===== src/rtl/multdiv_pkg.sv =====
// Shared types for the iterative multiply/divide unit: FSM states, operation
// select and the bit-counter width helper.
package multdiv_pkg;

  typedef enum logic [1:0] {IDLE, BUSY, FIX, DONE} state_e;
  typedef enum logic {OP_MULT, OP_DIV} op_e;

  localparam int unsigned MD_WIDTH_DEF = 32;
  localparam int unsigned MD_CNT_W     = $clog2(MD_WIDTH_DEF);

  function automatic int cnt_width(input int w);
    return $clog2(w);
  endfunction

endpackage


===== src/rtl/multdiv_step.sv =====
// One iteration of the shared datapath: shift-add for multiply (LSB first),
// restoring subtract-and-shift for divide (MSB first) on the {acc, q} pair.
module multdiv_step
  import multdiv_pkg::*;
#(
  parameter int WIDTH = 32
) (
  input  op_e              op,
  input  logic [WIDTH-1:0] acc,
  input  logic [WIDTH-1:0] q,
  input  logic [WIDTH-1:0] b,
  output logic [WIDTH-1:0] acc_nxt,
  output logic [WIDTH-1:0] q_nxt
);

  logic [WIDTH:0] sum;
  logic [WIDTH:0] sh;
  logic           ge;

  always_comb begin
    sum = {1'b0, acc} + (q[0] ? {1'b0, b} : {(WIDTH+1){1'b0}});
    sh  = {acc, q[WIDTH-1]};
    ge  = (sh >= {1'b0, b});
    if (op == OP_MULT) begin
      acc_nxt = sum[WIDTH:1];
      q_nxt   = {sum[0], q[WIDTH-1:1]};
    end else begin
      // when ge holds the true difference is below b, so modulo-2^W subtraction is exact
      acc_nxt = ge ? (sh[WIDTH-1:0] - b) : sh[WIDTH-1:0];
      q_nxt   = {q[WIDTH-2:0], ge};
    end
  end

endmodule


===== src/rtl/multdiv_iter.sv =====
// Iterative signed/unsigned multiply/divide, one bit per clock, WIDTH+1 cycle
// latency with a ready/busy handshake and registered outputs.
module multdiv_iter
  import multdiv_pkg::*;
#(
  parameter int WIDTH = 32
) (
  input  logic             clock,
  input  logic             reset_n,
  input  logic [WIDTH-1:0] data_operandA,
  input  logic [WIDTH-1:0] data_operandB,
  input  logic             ctrl_MULT,
  input  logic             ctrl_DIV,
  input  logic             ctrl_SIGNED,
  input  logic             ctrl_HIGH,
  output logic [WIDTH-1:0] data_result,
  output logic             data_exception,
  output logic             data_inputRDY,
  output logic             data_resultRDY
);

  localparam int               CNT_W    = cnt_width(WIDTH);
  localparam logic [CNT_W-1:0] CNT_LOAD = CNT_W'(WIDTH - 1);
  localparam logic [WIDTH-1:0] MIN_VAL  = {1'b1, {(WIDTH-1){1'b0}}};

  state_e             state;
  logic [CNT_W-1:0]   cnt;
  op_e                op_r;
  logic               signed_r, high_r, sgn_q_r, sgn_r_r, dz_r, ovf_r;
  logic [WIDTH-1:0]   acc, q, b, a_raw;
  logic [WIDTH-1:0]   acc_nxt, q_nxt;
  logic [WIDTH-1:0]   mag_a, mag_b;
  logic               accept;

  logic signed [2*WIDTH-1:0] prod_s;
  logic [WIDTH-1:0]          fix_result;
  logic                      fix_exc;

  function automatic logic [WIDTH-1:0] magnitude(input logic [WIDTH-1:0] x, input logic sgn);
    return (sgn && x[WIDTH-1]) ? (~x + 1'b1) : x;
  endfunction

  function automatic logic signed [WIDTH-1:0] apply_sign(input logic [WIDTH-1:0] m, input logic neg);
    return neg ? -$signed(m) : $signed(m);
  endfunction

  function automatic logic signed [2*WIDTH-1:0] apply_sign_wide(input logic [2*WIDTH-1:0] m,
                                                                input logic neg);
    return neg ? -$signed(m) : $signed(m);
  endfunction

  // signed: top W+1 bits must be a pure sign extension; unsigned: high half must be zero
  function automatic logic mult_ovf(input logic signed [2*WIDTH-1:0] p, input logic sgn);
    if (sgn)
      return !((&p[2*WIDTH-1:WIDTH-1]) || !(|p[2*WIDTH-1:WIDTH-1]));
    return |p[2*WIDTH-1:WIDTH];
  endfunction

  assign accept = data_inputRDY & (ctrl_MULT ^ ctrl_DIV);
  assign mag_a  = magnitude(data_operandA, ctrl_SIGNED);
  assign mag_b  = magnitude(data_operandB, ctrl_SIGNED);

  multdiv_step #(.WIDTH(WIDTH)) u_step (
    .op      (op_r),
    .acc     (acc),
    .q       (q),
    .b       (b),
    .acc_nxt (acc_nxt),
    .q_nxt   (q_nxt)
  );

  // accept: latch magnitudes, mode and sign/exception flags; BUSY: iterate
  always_ff @(posedge clock) begin
    if (accept) begin
      op_r     <= ctrl_DIV ? OP_DIV : OP_MULT;
      signed_r <= ctrl_SIGNED;
      high_r   <= ctrl_HIGH;
      sgn_q_r  <= ctrl_SIGNED & (data_operandA[WIDTH-1] ^ data_operandB[WIDTH-1]);
      sgn_r_r  <= ctrl_SIGNED & data_operandA[WIDTH-1];
      dz_r     <= (data_operandB == '0);
      ovf_r    <= ctrl_SIGNED & (data_operandA == MIN_VAL) & (data_operandB == '1);
      a_raw    <= data_operandA;
      acc      <= '0;
      q        <= ctrl_DIV ? mag_a : mag_b;
      b        <= ctrl_DIV ? mag_b : mag_a;
    end else if (state == BUSY) begin
      acc <= acc_nxt;
      q   <= q_nxt;
    end
  end

  // FIX: sign correction, half/quotient/remainder select and exception
  always_comb begin
    prod_s     = apply_sign_wide({acc, q}, sgn_q_r);
    fix_result = '0;
    fix_exc    = 1'b0;
    if (op_r == OP_MULT) begin
      fix_result = high_r ? prod_s[2*WIDTH-1:WIDTH] : prod_s[WIDTH-1:0];
      fix_exc    = !high_r && mult_ovf(prod_s, signed_r);
    end else if (dz_r) begin
      fix_result = high_r ? a_raw : '1;
      fix_exc    = 1'b1;
    end else if (ovf_r) begin
      fix_result = high_r ? '0 : MIN_VAL;
      fix_exc    = 1'b1;
    end else begin
      fix_result = high_r ? apply_sign(acc, sgn_r_r) : apply_sign(q, sgn_q_r);
    end
  end

  always_ff @(posedge clock or negedge reset_n) begin
    if (!reset_n) begin
      state          <= IDLE;
      cnt            <= '0;
      data_result    <= '0;
      data_exception <= 1'b0;
      data_resultRDY <= 1'b0;
      data_inputRDY  <= 1'b1;
    end else begin
      case (state)
        IDLE, DONE: begin
          if (accept) begin
            state          <= BUSY;
            cnt            <= CNT_LOAD;
            data_resultRDY <= 1'b0;
            data_inputRDY  <= 1'b0;
          end
        end
        BUSY: begin
          if (cnt == '0) state <= FIX;
          else           cnt   <= cnt - 1'b1;
        end
        FIX: begin
          data_result    <= fix_result;
          data_exception <= fix_exc;
          data_resultRDY <= 1'b1;
          data_inputRDY  <= 1'b1;
          state          <= DONE;
        end
        default: state <= IDLE;
      endcase
    end
  end

endmodule

===== config.mk =====
export PLATFORM = sky130hd
export DESIGN_NAME = multdiv_iter
export DESIGN_NICKNAME = d
export VERILOG_FILES = /design/src/rtl/multdiv_pkg.sv /design/src/rtl/multdiv_step.sv /design/src/rtl/multdiv_iter.sv
export SDC_FILE = /design/constraint.sdc
export NUM_CORES = 1
export LEC_CHECK = 0
export CAP_MARGIN = 40
export CORE_AREA = 2 2 197 199
export DETAILED_ROUTE_END_ITERATION = 10
export DIE_AREA = 0 0 199 201
export PLACE_DENSITY = 0.71
export SETUP_SLACK_MARGIN = 0.02
export SYNTH_ARGS = -nofsm -noshare
export SYNTH_HDL_FRONTEND = slang
export SYNTH_SLANG_ARGS = --single-unit

===== constraint.sdc =====
create_clock -name clock -period 9.1 [get_ports clock]
set_clock_uncertainty 0.05 [all_clocks]
set_input_delay 1.365 -clock clock [delete_from_list [all_inputs] [get_ports clock]]
set_output_delay 1.365 -clock clock [all_outputs]
set_load 0.05 [all_outputs]

==> metrics.md, run 1 <==
| Metric | Value |
|---|---|
| Run status | `complete, no violations` |
| Row cnt | `just over 70` |
| CP max stage delay | `about 0.57 ns` |
| Synth unique cells | `a little under 80` |
| Synthesized area | `~0.016 mm2` |
| Initial antenna violation count | `1` |
| Mapped Nets | `around 2100` |
| Largest cells by area after synthesis | `edfxtp_1, dfrtp_1, mux2i_1` |
| Crit Path Max Fanout | `5` |
| Worst EP required | `a little over 9 ns` |
| Ys Warns | `0` |
| Layout cells sized above 1 | `4.16%` |
| Peak supply drop | `~0.16 mV` |
| Vias in the first global route | `between 10000 and 15000` |
| Area leader, netlist | `edfxtp_1` |
| Hold slack | `0.434 ns` |
| CTS clk-pin slew, worst paths | `~0.070 ns` |
| CORE AREA | `approximately 0.038 mm2` |
| Worst slew pin tran | `0.903 ns` |
| Total of max-cap violations | `0` |
| Startpoint Class | `primary input` |
| Critical-path cell list | `clkdlybuf4s50_1, nor4_1, nor4b_1, nand2_1, nor3b_1, nor3b_1, a21oi_1, xnor2_1, mux2i_1, nor2_1, a21oi_1` |
| Mapped Avg Cell Area | `8.15 um2` |
| CTS Buf Count | `17` |
| Static leakage | `7.01 nW` |
| Final hold violations | `0` |
| Ant diodes | `0` |
| DR WL/cell | `~24 um` |
| Initial core utilization | `42.1%` |
| Ports | `around 110` |
| RSZ-0062 raised after global routing | `false` |
| Setup TNS | `0 ns` |
| Commonest cells post-synth | `nand2_1, nor2_1, o21ai_0` |
| Type of the worst setup path | `in2reg` |
| Peak Freq | `around 210 MHz` |
| Hold buffers post-CTS | `0` |
| Setup violators final | `0` |
| Port buffer count | `around 100` |
| Post-synth EDFFs | `between 100 and 150` |
| Pwr/cell area | `approximately 340 mW/mm2` |
| Gr usage total | `roughly 30%` |
| DR iter-0 viols | `roughly 2200` |
| Clock H-tree levels | `4` |
| Async SR Flop Fraction | `23.7%` |
| # DRC | `0` |
| Cell at the slowest stage of the critical path | `nor3b_1` |
| Critical path arrival | `a little under 5 ns` |
| CTS tree | `built` |
| Postcts setup bufs | `0` |
| Count leader, synth | `nand2_1` |
| Die X-Extent | `199 um` |
| Sequential-to-total area share from yosys stat | `about 30%` |
| Post-CTS Resized | `0` |
| Post-Synthesis Cells | `1969` |
| Vias/cell | `between 6 and 7` |
| # fillers | `between 3000 and 4000` |
| Die footprint | `0.0400 mm2` |
| First-pass GRT wire length | `91000 um` |
| CTS Buffer Depth | `2` |
| Final net count | `around 2100` |
| Post-DRT Antenna Nets | `0` |
| CP endpoint kind | `flop` |
| Slew Limit Fails | `0` |
| Clock latency on the worst-skew pair | `~0.47 ns` |
| Top FF cell, synth | `edfxtp_1` |
| Vias | `15901` |
| Synth-to-layout area growth | `12.5%` |
| Pin count of the biggest net entering global routing | `about 120` |
| Height of the die | `201 um` |
| Total grt overflow | `0` |
| Root buf cell | `clkbuf_16` |
| Slew HR | `between 30% and 40%` |
| Final WL | `approximately 60000 um` |
| Drt pass-1 iters | `7` |
| Dpl hpwl | `45300 um` |
| RePlAce Congestion | `1.04` |
| Hold/Removal Path Class | `reg2reg` |
| Tcrit/Tclk final | `between 50% and 60%` |
| Fin crit period | `roughly 4.7 ns` |
| #FFs+latches synth | `between 150 and 200` |
| Proportion of netlist area held by the largest area contributor | `19.3%` |
| # clock sinks | `177` |
placed cells by master (no fill, tap or decap), drive strengths merged, types with 19 or more instances in the layout:
cell type	n
nor4	28
ha	74
buf	19
or3	19
edfxtp	103
inv	83
dfxtp	32
o211ai	28
mux2i	102
nor3	39
a31oi	23
o31ai	34
a21o	25
xnor2	104
nand4	25
a21oi	157
xor2	104
clkbuf	20
o21ai	172
nor2	179
nand3	32
dfrtp	41
clkdlybuf4s50	102
nand2	182
or4	26
critical path: cells and delay by family:
| family | cells | cell delay, ns |
|---|---|---|
| and+or+nand+nor | 6 | 2.45 |
| buffers and inverters | 1 | 0.48 |
| xor gates and xnor gates | 1 | 0.23 |
| AOI/OAI and AO/OA | 2 | 0.22 |
| muxes | 1 | 0.10 |
flip-flops by register name, indices dropped and copies added, names as in the netlist:
register        flops
op_r                1
data_exception      1
data_result        32
dz_r                1
data_inputRDY       1
a_raw              32
signed_r            1
high_r              1
data_resultRDY      1
cnt                 5
q                  32
state               2
sgn_r_r             1
b                  32
sgn_q_r             1
acc                32
ovf_r               1
path summary, 6_finish.rpt:
check	from	end	slack, ns	cells past startpoint
max	data_operandA[4]	q[29]	4.41	11
max in group asynchronous	reset_n	data_result[13]	7.74	2
max reg2reg	q[0]	acc[26]	4.49	13
min in group asynchronous	reset_n	cnt[3]	0.77	1
min reg2reg	data_result[13]	data_result[13]	0.43	1
min	data_result[13]	data_result[13]	0.43	1
power breakdown:
part / switching, mW / total [mW] / internal [mW]
clock network: 0.370 / 0.755 / 0.385
registers: 0.516 / 1.73 / 1.22
logic: 2.35 / 3.72 / 1.37
stage by stage:
step	std cells	utilization, %	setup slack [ns]	cell area, um2	power, mW
3_3_place_gp	2473	45.6	4.00	17400	5.27
6_report	2511	47.4	4.41	18000	6.21
2_1_floorplan	1969	-	4.18	16000	4.17
5_1_grt	2511	47.4	4.09	18000	6.59
3_5_place_dp	2479	45.8	3.99	17500	5.34
4_1_cts	2511	47.4	4.45	18000	6.11
cell families after synthesis:
kind of cell / after synthesis / synth area share (%)
AND/OR/NAND/NOR: 616 / 18.4
multiplexers: 111 / 6.99
AO/OA/AOI/OAI: 574 / 22.5
adder cells (fa/ha/maj): 76 / 6.02
XOR/XNOR: 208 / 11.4
flip-flops: 177 / 29.8
buffers and inverters: 207 / 4.90
layer usage:
metal  up-vias  share of wire [%]  GRT usage, %
met2       917                 44          45.3
li1       7235                  -             -
met5         -              0.022             0
met3       151                9.6          6.01
met4         2                4.7          13.4
met1      7596                 42          41.4
area by class of cell:
type | count | area, um2 | share of cell area (%)
multi-input cells | 1585 | 10500 | 58.2
flip-flops and latches | 177 | 4790 | 26.5
repair buffers | 123 | 1250 | 6.91
well taps | 518 | 648 | 3.59
clock buffers | 20 | 468 | 2.59
inverters | 76 | 288 | 1.59
clock inverters | 12 | 114 | 0.631
No activity file was read; power rests on OpenSTA's default activity.
==> inputs of run 2 (changes only) <==
==> constraint.sdc (replaced) <==
create_clock -name clock -period 4.72 [get_ports clock]
set_clock_uncertainty 0.05 [all_clocks]
set_input_delay 0.708 -clock clock [delete_from_list [all_inputs] [get_ports clock]]
set_output_delay 0.708 -clock clock [all_outputs]
set_load 0.05 [all_outputs]
==> run 2 against run 1 <==
Net effect: combinational power rose by 100%; final cell count rose by 1.2%; clock power rose by 95%; die area did not move; register-to-register slack got worse by 4.0 ns; first-iteration DRC count fell by 9.1%; final area rose by 1.2%; clock-buffer cell count fell by 3; utilization rose by 0.58 points; global-route usage rose by 0.65 points; flip-flop and latch count did not move; largest power group unchanged; highest routed layer is now met4.
==> metrics.md, run 2 (synthesis results as in run 1) <==
| Metric | Value |
|---|---|
| Run status | `complete, no violations` |
| Slew Limit Fails | `0` |
| RSZ-0062 raised after global routing | `false` |
| CORE AREA | `approximately 0.038 mm2` |
| # DRC | `0` |
| Final hold violations | `0` |
| Register area | `between 0.004 and 0.005 mm2` |
| Row cnt | `slightly above 70` |
| Vias | `~16000` |
| RePlAce Congestion | `~1` |
| Pin count of the biggest net entering global routing | `~100` |
| Setup violators final | `0` |
| Worst slew pin tran | `roughly 0.96 ns` |
| Vias in the first global route | `approximately 15000` |
| Worst EP required | `around 5.0 ns` |
| Post-DRT Antenna Nets | `0` |
| Tcrit/Tclk final | `between 80% and 90%` |
| First-pass GRT wire length | `92200 um` |
| Commonest cells after routing, fill and taps aside | `nand2_1, nor2_1, o21ai_0` |
| Slew HR | `between 30% and 40%` |
| Die footprint | `around 0.040 mm2` |
| Most common cell after layout, fill and taps aside | `nand2_1` |
| Reg-to-reg startpoint | `q[0]` |
| Initial antenna violation count | `0` |
| Peak Freq | `236 MHz` |
| Die X-Extent | `a little under 200 um` |
| # clock sinks | `between 150 and 200` |
| Port buffer count | `between 100 and 150` |
| Startpoint Class | `flop` |
| Vias/cell | `between 6 and 7` |
| Dpl hpwl | `about 48000 um` |
| End of the critical path | `acc[26]` |
| Static leakage | `approximately 7.2 nW` |
| Setup TNS | `0 ns` |
| CTS tree | `built` |
| Pwr/cell area | `666 mW/mm2` |
| Setup ws final | `~0.5 ns` |
| Total of max-cap violations | `0` |
| Clock H-tree levels | `4` |
| # fillers | `around 3700` |
| Peak supply drop | `between 0.3 and 0.4 mV` |
| DR WL/cell | `about 24 um` |
| Total grt overflow | `0` |
| Fin crit period | `4.23 ns` |
| Hold buffers post-CTS | `0` |
| Pre-CTS WS | `0.349 ns` |
| CTS clk-pin slew, worst paths | `0.08 ns` |
| Postcts setup bufs | `0` |
| Drt pass-1 iters | `8` |
| FF-to-FF path depth | `13` |
| Root buf cell | `clkbuf_16` |
| Area of the multi-input gates | `0.0105 mm2` |
| DR iter-0 viols | `about 2000` |
| CP endpoint kind | `flop` |
| Critical path arrival | `4.54 ns` |
| Synth-to-layout area growth | `13.8%` |
| Clock latency on the worst-skew pair | `approximately 0.48 ns` |
| Final WL | `roughly 61000 um` |
| Hold/Removal Path Class | `in2async` |
| Initial core utilization | `roughly 42%` |
| R2R Path End | `acc[26]` |
| Type of the worst setup path | `reg2reg` |
| CTS Buffer Depth | `2` |
| Final net count | `2154` |
| Ports | `about 110` |
| Layout cells sized above 1 | `5.54%` |
| Crit Path Max Fanout | `22` |
| Gr usage total | `30.7%` |
| Fin util | `approximately 48%` |
| Crit. Startpoint | `q[0]` |
| Post-CTS Resized | `0` |
| CTS Buf Count | `17` |
| Height of the die | `201 um` |
| R2R Setup Slk | `between 0.4 and 0.5 ns` |
## run 2: cell count changes in the layout (fill, tap and decap cells not counted), sizes merged
cell	delta
buf	+30
clkbuf	-3
clkdlybuf4s18	-2
clkinv	+2
clkinvlp	+1
diode	+1
## run 2: report_power, final
group	switching (mW)	internal [mW]
clock	0.762	0.713
sequential	0.790	2.34
combinational	4.79	2.77
## run 2: worst min path at each step
stage | start | end | cells after the start
floorplan | reset_n | cnt[0] | 0
CTS | reset_n | state[0] | 1
finish | reset_n | state[0] | 1
global placement | data_result[13] | data_result[13] | 1
global route | reset_n | state[0] | 1
detailed placement | data_result[13] | data_result[13] | 1
## run 2: area by class of cell
type	instances	share of cell area, %
timing repair buffer	151	7.97
sequential	177	26.2
inverter	76	1.58
clock inverter	15	0.911
clock buffer	17	2.33
multi-input combinational	1585	57.4
tap	518	3.55
antenna	1	0.0137
## run 2: metal layers
layer	part of all wire, %	up-vias	track usage [%]
met3	8.5	116	6.27
li1	-	7288	-
met1	42	7711	41.2
met4	3.6	0	11.0
met2	46	795	48.8
met5	0	-	0
## run 2: critical path, cell delays in order, from the launching register on
cell	delay, ns
edfxtp_1	0.51
inv_1	0.12
buf_4	0.31
nor2_1	0.09
ha_1	0.36
a2111oi_0	0.64
a211o_1	0.28
a21oi_1	0.17
a41o_1	0.37
a31o_2	0.30
a31oi_1	0.23
o21ai_0	0.15
xnor2_1	0.14
a2111oi_0	0.37
## run 2: metrics by stage
step	power [mW]	cells	hold slack (ns)	cell area [um2]
finish	12.2	2540	0.0139	18300
global route	12.9	2539	0.0140	18300
CTS	12.0	2539	0.00596	18300
detailed placement	10.5	2507	0.424	17700
global placement	10.4	2505	0.419	17600
floorplan	8.05	1969	0.362	16000
==> inputs of run 3 (changes only) <==
--- a/config.mk
+++ b/config.mk
@@ -9,7 +9,7 @@
 export CORE_AREA = 2 2 197 199
 export DETAILED_ROUTE_END_ITERATION = 10
 export DIE_AREA = 0 0 199 201
-export PLACE_DENSITY = 0.71
+export PLACE_DENSITY = 0.74
 export SETUP_SLACK_MARGIN = 0.02
 export SYNTH_ARGS = -nofsm -noshare
 export SYNTH_HDL_FRONTEND = slang
==> constraint.sdc (replaced) <==
create_clock -name clock -period 3.85 [get_ports clock]
set_clock_uncertainty 0.05 [all_clocks]
set_input_delay 0.5775 -clock clock [delete_from_list [all_inputs] [get_ports clock]]
set_output_delay 0.5775 -clock clock [all_outputs]
set_load 0.05 [all_outputs]
==> run 3 against run 2 <==
Net effect: the run now ends with negative hold slack left; sequential share of layout area shrank 1.6 points; flip-flop and latch count is the same; register-to-register slack lost 0.38 ns; worst setup slack lost 0.38 ns; global-route usage grew 1.4 points; via count grew 3.4%; critical path type unchanged; critical endpoint is now data_exception; largest cell class unchanged.
==> metrics.md, run 3 (synthesis results as in run 1) <==
| Metric | Value |
|---|---|
| Total grt overflow | `0` |
| CP endpoint kind | `flop` |
| Hold slack | `-0.00619 ns` |
| Synth-to-layout area growth | `21.1%` |
| Drt pass-1 iters | `7` |
| Fin crit period | `about 3.7 ns` |
| Setup violators final | `0` |
| Pin count of the biggest net entering global routing | `64` |
| Tcrit/Tclk final | `a little over nine tenths` |
| Reg-to-reg startpoint | `q[29]` |
| Port buffer count | `between 100 and 150` |
| WP buf/inv | `0` |
| Critical-path cell list | `or4_4, or3_4, or4_4, o21ai_1, xor2_1, nor4_1, o2111ai_1, or4_4, nor4_4, a211oi_2` |
| Commonest cells after routing, fill and taps aside | `nand2_1, nor2_1, buf_4` |
| CTS clk-pin slew, worst paths | `0.08 ns` |
| Cell at the slowest stage of the critical path | `or4_4` |
| Peak Freq | `roughly 270 MHz` |
| DR WL/cell | `about 24 um` |
| Crit Path Max Fanout | `4` |
| RSZ-0062 raised after global routing | `true` |
| Final WL | `~65000 um` |
| RePlAce Congestion | `1.01` |
| Most frequent CP cell | `or4_4` |
| Critical path arrival | `4.02 ns` |
| CTS tree | `built` |
| CORE AREA | `roughly 0.038 mm2` |
| Fin util | `between 50% and 60%` |
| R2R Setup Slk | `0.11 ns` |
| # DRC | `0` |
| CTS Buf Count | `17` |
| Hold buffers post-CTS | `0` |
| Hold/Removal Path Class | `in2async` |
| Setup ws final | `roughly 0.11 ns` |
| R2R Path End | `data_exception` |
| Dpl hpwl | `between 50000 and 60000 um` |
| Placed Cells | `~2600` |
| Final hold violations | `14` |
| Clock H-tree levels | `4` |
| Ant diodes | `0` |
| # clock sinks | `between 150 and 200` |
| Clock latency on the worst-skew pair | `around 0.47 ns` |
| FF-to-FF path depth | `10` |
| Type of the worst setup path | `reg2reg` |
| Final net count | `approximately 2300` |
| Worst slew pin tran | `around 0.79 ns` |
| Failing checks | `negative hold slack` |
| Final Cell Area | `about 0.02 mm2` |
| Gr usage total | `between 30% and 40%` |
| Worst EP required | `slightly above 4 ns` |
| Slew HR | `a little under half` |
| Die X-Extent | `between 150 and 200 um` |
| Die footprint | `0.0400 mm2` |
| Peak supply drop | `approximately 0.36 mV` |
| Initial core utilization | `between 40% and 50%` |
| Run status | `complete, but fails checks` |
| Startpoint Class | `flop` |
| DR iter-0 viols | `2063` |
| Critical path's top delay family | `simple AND/OR/NAND/NOR gates` |
| Fin cells | `approximately 2700` |
| Pwr/cell area | `816 mW/mm2` |
| # fillers | `about 3600` |
| Slew Limit Fails | `0` |
| First-pass GRT wire length | `approximately 96000 um` |
| Root buf cell | `clkbuf_16` |
| Vias in the first global route | `around 16000` |
| Ports | `105` |
| Layout cells sized above 1 | `about 12%` |
| CP max stage delay | `about 0.58 ns` |
| Static leakage | `approximately 7.8 nW` |
| Vias | `about 16000` |
| Pre-CTS WS | `-0.0669 ns` |
| Setup TNS | `0 ns` |
| Height of the die | `201 um` |
| Most common cell after layout, fill and taps aside | `nand2_1` |
| Vias/cell | `6.16` |
| Cell Area, Placed | `0.0186 mm2` |
| Initial antenna violation count | `0` |
| Row cnt | `between 70 and 80` |
| Post-DRT Antenna Nets | `0` |
| Total of max-cap violations | `0` |
| CTS Buffer Depth | `2` |
run 3: through the flow:
step | power, mW | hold slack [ns]
floorplan | 9.86 | 0.232
global placement | 13.5 | 0.414
detailed placement | 13.6 | 0.420
CTS | 15.4 | 0.00144
global route | 16.7 | 0.00950
finish | 15.9 | -0.00619
run 3: worst register-to-register path, cell delays in order (launching register included):
cell	delay, ns
edfxtp_1	0.42
or4_4	0.54
or3_4	0.41
or4_4	0.58
o21ai_1	0.18
xor2_1	0.10
nor4_1	0.33
o2111ai_1	0.20
or4_4	0.46
nor4_4	0.23
a211oi_2	0.11
run 3: cell type report:
class,instances,area (um2),share of cell area (%)
clock inverters,15,161,0.831
well taps,518,648,3.34
clock buffers,17,425,2.19
multi-input cells,1585,10600,54.8
repair buffers,282,2470,12.7
flip-flops and latches,177,4790,24.6
inverters,76,292,1.50
run 3: repair_timing:
| item | in CTS | in global routing |
|---|---|---|
| pin swaps | 3 | 24 |
| buffers inserted | 1 | 12 |
| hold endpoints to repair | 0 | 0 |
| gates cloned | 0 | 1 |
| resized for setup | 4 | 31 |
| endpoints found under the setup margin | 1 | 8 |
run 3: routing by layer:
layer	up-vias	track usage (%)	share of wire, %
met1	7870	43.9	42
met3	136	5.39	8.4
met2	906	50.4	45
li1	7534	-	-
met4	0	12.6	4.3
met5	-	0	0
run 3: worst max path at each step:
stage / end / cells after the start / start
floorplan: data_exception / 11 / q[22]
global placement: q[25] / 13 / data_operandA[5]
detailed placement: data_exception / 12 / q[24]
CTS: data_exception / 10 / q[24]
global route: data_exception / 10 / q[26]
finish: data_exception / 10 / q[29]
run 3: report_power, final:
part | internal (mW) | total (mW) | switching (mW)
clock | 0.921 | 1.79 | 0.866
combinational | 4.04 | 10.6 | 6.55
sequential | 2.86 | 3.48 | 0.617
